### src/rtl/hazard_ctrl_pkg.sv
// hazard_ctrl_pkg
//   Shared types for the pipeline hazard controller: FSM state encoding,
//   the bundle of pipeline control outputs, and small helpers used by
//   hazard_ctrl to build that bundle.
//   Optional feature macro (used by hazard_ctrl): HAZARD_PERF_CNT_EN.
package hazard_ctrl_pkg;

   typedef enum logic {
      HZ_RUN      = 1'b0,
      HZ_MEM_WAIT = 1'b1
   } hz_state_e;

   // One field per pipeline control output, in port order.
   typedef struct packed {
      logic pc_stall;
      logic if_id_stall;
      logic id_ex_stall;
      logic ex_me_stall;
      logic id_ex_bubble;
      logic me_wb_bubble;
      logic if_id_flush;
      logic id_ex_flush;
   } hz_ctrl_t;

   localparam hz_ctrl_t HZ_CTRL_NONE = '0;

   // Whole-pipeline freeze for an outstanding data-memory access: every
   // register up to EX/MEM holds and a NOP enters MEM/WB.
   function automatic hz_ctrl_t hz_freeze();
      hz_ctrl_t c;
      c              = HZ_CTRL_NONE;
      c.pc_stall     = 1'b1;
      c.if_id_stall  = 1'b1;
      c.id_ex_stall  = 1'b1;
      c.ex_me_stall  = 1'b1;
      c.me_wb_bubble = 1'b1;
      return c;
   endfunction

   // Kill the two younger instructions behind a taken branch in EX.
   function automatic hz_ctrl_t hz_flush();
      hz_ctrl_t c;
      c             = HZ_CTRL_NONE;
      c.if_id_flush = 1'b1;
      c.id_ex_flush = 1'b1;
      return c;
   endfunction

   // Hold PC and IF/ID for one cycle while a NOP goes into ID/EX.
   function automatic hz_ctrl_t hz_load_use_stall();
      hz_ctrl_t c;
      c              = HZ_CTRL_NONE;
      c.pc_stall     = 1'b1;
      c.if_id_stall  = 1'b1;
      c.id_ex_bubble = 1'b1;
      return c;
   endfunction

   // A load in EX feeds a source the ID instruction actually reads.
   // x0 is never a real dependency.
   function automatic logic hz_load_use(
      input logic       ex_mem_read,
      input logic [4:0] ex_rd,
      input logic [4:0] id_rs1,
      input logic [4:0] id_rs2,
      input logic       id_use_rs1,
      input logic       id_use_rs2
   );
      return ex_mem_read && (ex_rd != 5'd0) &&
             ((id_use_rs1 && (ex_rd == id_rs1)) ||
              (id_use_rs2 && (ex_rd == id_rs2)));
   endfunction

endpackage

### src/rtl/hazard_perf_cnt.sv
// hazard_perf_cnt
//   Two free-running 32-bit event counters for hazard statistics.
//   Both wrap at 2^32 and clear on synchronous reset.
//   Ports:
//     clk, rst        clock, synchronous active-high reset
//     inc_stall       count one stall cycle
//     inc_flush       count one flush cycle
//     stall_cycles    stall-cycle count
//     flush_count     flush-cycle count
module hazard_perf_cnt (
   input  logic        clk,
   input  logic        rst,
   input  logic        inc_stall,
   input  logic        inc_flush,
   output logic [31:0] stall_cycles,
   output logic [31:0] flush_count
);

   logic [31:0] stall_q, stall_d;
   logic [31:0] flush_q, flush_d;

   always_comb begin
      stall_d = stall_q + {31'd0, inc_stall};
      flush_d = flush_q + {31'd0, inc_flush};
   end

   always_ff @(posedge clk) begin
      if (rst) begin
         stall_q <= '0;
         flush_q <= '0;
      end else begin
         stall_q <= stall_d;
         flush_q <= flush_d;
      end
   end

   assign stall_cycles = stall_q;
   assign flush_count  = flush_q;

endmodule

### src/rtl/hazard_ctrl.sv
// hazard_ctrl
//   Stall/flush controller for the 5-stage pipeline. Handles what the
//   forwarding path cannot: load-use (one-cycle bubble), multi-cycle
//   data-memory waits (full freeze), and taken branches resolved in EX
//   (flush IF/ID and ID/EX). Outputs are combinational from state and
//   inputs so they act in the same cycle as their cause.
//   Parameters:
//     MEM_TIMEOUT  wait cycles after which mem_timeout_err sets
//     CNT_W        wait counter width, 2^CNT_W > MEM_TIMEOUT
//   Ports:
//     clk, rst                     clock, synchronous active-high reset
//     id_rs1/id_rs2, id_use_rs1/2  ID-stage sources and their use flags
//     ex_rd, ex_mem_read           EX destination, EX is a load
//     ex_branch_taken              EX resolved a taken branch/jump
//     me_mem_req, dmem_ready       MEM access request / completion
//     pc_stall .. ex_me_stall      pipeline register holds
//     id_ex_bubble, me_wb_bubble   NOP insertion
//     if_id_flush, id_ex_flush     pipeline register clears
//     mem_timeout_err              sticky memory timeout flag
//   Optional (macro HAZARD_PERF_CNT_EN):
//     stall_cycles, flush_count    32-bit performance counters
module hazard_ctrl
   import hazard_ctrl_pkg::*;
#(
   parameter int unsigned MEM_TIMEOUT = 16,
   parameter int unsigned CNT_W       = 5
) (
   input  logic       clk,
   input  logic       rst,
   input  logic [4:0] id_rs1,
   input  logic [4:0] id_rs2,
   input  logic       id_use_rs1,
   input  logic       id_use_rs2,
   input  logic [4:0] ex_rd,
   input  logic       ex_mem_read,
   input  logic       ex_branch_taken,
   input  logic       me_mem_req,
   input  logic       dmem_ready,
   output logic       pc_stall,
   output logic       if_id_stall,
   output logic       id_ex_stall,
   output logic       ex_me_stall,
   output logic       id_ex_bubble,
   output logic       me_wb_bubble,
   output logic       if_id_flush,
   output logic       id_ex_flush,
   output logic       mem_timeout_err
`ifdef HAZARD_PERF_CNT_EN
   ,
   output logic [31:0] stall_cycles,
   output logic [31:0] flush_count
`endif
);

   localparam logic [CNT_W-1:0] CNT_ONE     = CNT_W'(1);
   localparam logic [CNT_W-1:0] CNT_TIMEOUT = CNT_W'(MEM_TIMEOUT);

   hz_state_e        state_q, state_d;
   logic [CNT_W-1:0] wait_cnt_q, wait_cnt_d;
   logic             flush_pend_q, flush_pend_d;
   logic             err_q, err_d;
   hz_ctrl_t         ctrl;

   logic mem_wait;
   logic load_use;

   assign mem_wait = me_mem_req && !dmem_ready;
   assign load_use = hz_load_use(ex_mem_read, ex_rd, id_rs1, id_rs2,
                                 id_use_rs1, id_use_rs2);

   always_comb begin
      state_d      = state_q;
      wait_cnt_d   = wait_cnt_q;
      flush_pend_d = flush_pend_q;
      err_d        = err_q;
      ctrl         = HZ_CTRL_NONE;

      unique case (state_q)
         HZ_RUN: begin
            if (mem_wait) begin
               ctrl         = hz_freeze();
               state_d      = HZ_MEM_WAIT;
               wait_cnt_d   = CNT_ONE;
               // A branch resolved in the entry cycle is replayed as a
               // flush when memory completes; the frozen pipeline keeps
               // the wrong-path instructions in place until then.
               flush_pend_d = ex_branch_taken;
               if (CNT_ONE >= CNT_TIMEOUT) begin
                  err_d = 1'b1;
               end
            end else if (ex_branch_taken) begin
               ctrl = hz_flush();
            end else if (load_use) begin
               ctrl = hz_load_use_stall();
            end
         end

         HZ_MEM_WAIT: begin
            if (!dmem_ready) begin
               ctrl = hz_freeze();
               if (wait_cnt_q != '1) begin
                  wait_cnt_d = wait_cnt_q + CNT_ONE;
               end
               // Flag and counter update on the same edge, so the flag is
               // visible from the first cycle the count equals the limit.
               if (wait_cnt_d >= CNT_TIMEOUT) begin
                  err_d = 1'b1;
               end
            end else begin
               if (flush_pend_q) begin
                  ctrl = hz_flush();
               end
               flush_pend_d = 1'b0;
               state_d      = HZ_RUN;
               wait_cnt_d   = '0;
            end
         end

         default: begin
            state_d = HZ_RUN;
         end
      endcase

      if (rst) begin
         ctrl = HZ_CTRL_NONE;
      end
   end

   always_ff @(posedge clk) begin
      if (rst) begin
         state_q      <= HZ_RUN;
         wait_cnt_q   <= '0;
         flush_pend_q <= 1'b0;
         err_q        <= 1'b0;
      end else begin
         state_q      <= state_d;
         wait_cnt_q   <= wait_cnt_d;
         flush_pend_q <= flush_pend_d;
         err_q        <= err_d;
      end
   end

   assign pc_stall        = ctrl.pc_stall;
   assign if_id_stall     = ctrl.if_id_stall;
   assign id_ex_stall     = ctrl.id_ex_stall;
   assign ex_me_stall     = ctrl.ex_me_stall;
   assign id_ex_bubble    = ctrl.id_ex_bubble;
   assign me_wb_bubble    = ctrl.me_wb_bubble;
   assign if_id_flush     = ctrl.if_id_flush;
   assign id_ex_flush     = ctrl.id_ex_flush;
   assign mem_timeout_err = rst ? 1'b0 : err_q;

`ifdef HAZARD_PERF_CNT_EN
   hazard_perf_cnt u_perf (
      .clk          (clk),
      .rst          (rst),
      .inc_stall    (ctrl.pc_stall),
      .inc_flush    (ctrl.if_id_flush),
      .stall_cycles (stall_cycles),
      .flush_count  (flush_count)
   );
`endif

endmodule
### config.mk
export PLATFORM = sky130hd
export DESIGN_NAME = hazard_ctrl
export DESIGN_NICKNAME = d
export VERILOG_FILES = /design/src/rtl/hazard_ctrl_pkg.sv /design/src/rtl/hazard_perf_cnt.sv /design/src/rtl/hazard_ctrl.sv
export SDC_FILE = /design/constraint.sdc
export NUM_CORES = 1
export LEC_CHECK = 0
export ABC_CLOCK_PERIOD_IN_PS = 1800
export BUFFER_PORTS_ARGS = -buffer_cell sky130_fd_sc_hd__buf_2
export CAP_MARGIN = 30
export CORE_AREA = 2 2 42 44
export CTS_CLUSTER_DIAMETER = 120
export DETAILED_ROUTE_END_ITERATION = 12
export DIE_AREA = 0 0 44 46
export GPL_TIMING_DRIVEN = 0
export PLACE_DENSITY_LB_ADDON = 0.12
export SLEW_MARGIN = 20
export SYNTH_ARGS = -nofsm -noshare
export SYNTH_HDL_FRONTEND = slang
export SYNTH_HIERARCHICAL = 1
export SYNTH_SLANG_ARGS = --single-unit
### constraint.sdc
create_clock -name clk -period 1.8 [get_ports clk]
set_input_delay 0.36 -clock clk [delete_from_list [all_inputs] [get_ports clk]]
set_output_delay 0.36 -clock clk [all_outputs]
set_load 0.005 [all_outputs]
==> impl_metrics.tcl <==
set metrics [dict create \
    critPathLaunch "state_q" \
    ys_ff_latch 8 \
    cts.path.max_buffers 2 \
    final_util_pct 54.1 \
    n_fill_cell 172 \
    drive_above_1_share_pct 47.4 \
    cts_hold_buf 0 \
    end_kind "primary output" \
    sw_frac_of_total_pct 27.7 \
    drc_errors 0 \
    fin_crit_sh_pct 95.4 \
    p_seq_share_pct 41.3 \
    dr.pass1.iters 3 \
    cts_sinks 8 \
    worstHoldStart "dmem_ready" \
    worstPathCellList "buf_6 -> nor2_2 -> nor3_2 -> a41o_1 -> buf_4 -> buf_2" \
    ioPinCount 32 \
    setup_slack_ps 83.3 \
    track_usage_pct 16.2 \
    first_global_vias 588 \
    synth.avg_cell_area_um2 8.11 \
    max-cap-violations 0 \
    netlist_instances 79 \
    die_h_um 46 \
    cts_tree "done" \
    final-max-slew-violation-count 0 \
    finalPower_uw 449 \
    comb_power_share_pct 28.2 \
    dp.cells 127 \
    reg2reg_from "wait_cnt_q[0]" \
    cts_max_level 1 \
    core-area_um2 1610 \
    min_delay_path_depth 2 \
    viasPerCell 5.27 \
    instances_no_fill 131 \
    slowest_stage "dfxtp_2" \
    finalWirelength_um 1530 \
    yosysTopAreaCell "dfxtp_1" \
    ys_seq_area_share_pct 25.0 \
    die_w_um 44 \
    clkPwrFrac_pct 30.5 \
    dp_slack_ps 68.7 \
    std_cell_rows 15 \
    antenna_found_initial 0 \
    place_hpwl_um 1160 \
    vias 690 \
    rsz0062_at_grt "no" \
    finalSetupViolations 0 \
    placed_cell_area_um2 817 \
    synth_cell_type_count 33 \
    initial_core_util_pct 39.7 \
    required_ps 1440 \
    critical_path_class "flop to primary output" \
    cts_root_buffer "clkbuf_4" \
    grt_pass1_wl_um 2410 \
    max_freq_ghz 0.583 \
    hold_violations 0 \
    drt_iter0_markers 8 \
    irDropWorstVdd_mv 0.303 \
    io_buffers 31 \
    fin_nets 140 \
    yosysWarnings 6 \
    areaGrowthSynthToFinish_pct 36.3 \
    worstMarginPinSlew_ps 226 \
    worst_clock_skew_ps 3.54 \
    rr_endpoint "wait_cnt_q[0]" \
    hp-class "input pin to flop" \
    slew_headroom_pct 84.8 \
    r2r_slack_ps 370 \
    p_int_uw 325 \
    timing.final.crit_period_ps 1720 \
    cp.arrival_ps 1360 \
    hold_end "state_q" \
    fin_hold_ws_ps 373 \
    globalRoute.totalOverflow 0 \
    synth_nets 103 \
    die_area_um2 2020 \
    synth.top_cell.area_share_pct 25.0 \
    worst_path_largest_cell_delay_ps 340 \
    syn_area_um2 641 \
    grt_max_degree 11 \
    antennaDiodeCount 0 \
    postRouteAntennaNets 0 \
    tns_ps 0 \
    cts.clk_slew.worst_paths_ps 60 \
    final_area_um2 873 \
    clk_latency_ps 250 \
    gp_congestion 0.739 \
    power.switching_uw 125 \
    ys_top_cells_by_area "dfxtp_1 25%, xnor2_1 14%, buf_4 5.9%" \
    cp-start-kind "flop" \
    wl_per_cell_um 11.6 \
    status "completed" \
    p_per_area_nw_per_um2 515 \
    cts_buffers 3 \
    p_leak_nw 0.399 \
    r2r_cells 5 \
    cp_max_fo 10 \
]
[cells in the mapped netlist]
master and number:
o21ai_0 4, o21bai_1 1, o2bb2ai_1 1, o21ai_1 1, nand4_1 3, a22o_1 2, dfxtp_1 8, o22ai_1 1
o22ai_2 1, nand4_2 1, nor2b_1 3, inv_2 1, or2_4 1, a2bb2oi_1 1, a21o_1 1, buf_4 5
xnor2_1 10, a21oi_1 3, a41oi_1 1, nor2_1 7, nor3_1 3, ha_1 1, inv_1 2, nand3_1 2
nor2_4 1, nand2_1 6, a211oi_2 1, a41o_1 1, a22oi_1 1, nand2b_4 1, buf_2 1, a31oi_1 2
and4_1 1
[placed cells by master, fill, tap and decap left out, drive strengths merged, types with 3 or more instances in the layout]
cell / synthesis / final
buf: 6 / 38
xnor2: 10 / 10
dfxtp: 8 / 8
nor2: 8 / 8
nand2: 6 / 6
o21ai: 5 / 5
nand4: 4 / 4
nor2b: 3 / 3
clkbuf: 0 / 3
nor3: 3 / 3
a21oi: 3 / 3
inv: 3 / 3
[sequential cells by signal (all words and copies together), names as in the netlist]
name and flops:
err_q 1, flush_pend_q 1, state_q 1, wait_cnt_q 5
[per-layer routing]
layer / vias to the layer above / global-route usage [%] / part of all wire (%)
met3: 4 / 3.97 / 4.8
met4: 0 / 10.3 / 2.2
met1: 305 / 20.6 / 42
met2: 25 / 24.4 / 51
met5: - / 0 / 0
li1: 356 / - / -
[logic make-up after synthesis]
| family | synth area share, % |
|---|---|
| and+or+nand+nor | 26.0 |
| adders and majority gates | 1.95 |
| DFF | 25.0 |
| buffers and inverters | 8.40 |
| AOI/OAI and AO/OA | 25.0 |
| xor gates and xnor gates | 13.7 |
[timing repair]
action / CTS / global route
gates resized for setup: 4 / 3
gates cloned: 0 / 0
setup buffers: 1 / 0
setup endpoints to repair: 6 / 4
pin swaps: 1 / 1
[worst max-delay path: cells and delay by family (launching register included)]
| family | cells | cell delay, ps |
|---|---|---|
| compound gates | 1 | 220 |
| flops | 1 | 340 |
| buf+inv | 3 | 380 |
| simple gates | 2 | 170 |
[how the worst max path moves through the flow]
stage / to / slack (ps) / depth (start not counted)
global placement: pc_stall / 80 / 7
detailed placement: pc_stall / 70 / 7
finish: pc_stall / 80 / 6
floorplan: pc_stall / 250 / 5
global route: pc_stall / 10 / 7
CTS: pc_stall / 40 / 6
[cell type report]
type | count | area (um2) | area share, %
Buffer | 6 | 46.3 | 5.30
Clock buffer | 3 | 22.5 | 2.58
Inverter | 3 | 11.3 | 1.29
Multi-Input combinational cell | 62 | 448 | 51.3
Sequential cell | 8 | 161 | 18.5
Tap cell | 17 | 21.3 | 2.44
Timing Repair Buffer | 32 | 163 | 18.6
[power by group through the flow]
stage          combinational, mW  sequential, mW  clock (mW)
6_report                   0.127           0.186       0.137
5_1_grt                    0.141           0.186       0.148
4_1_cts                    0.124           0.185       0.142
3_5_place_dp               0.119           0.189           0
3_3_place_gp               0.118           0.189           0
2_1_floorplan             0.0685           0.188           0
Note: power is estimated with default switching activity, not from simulation.
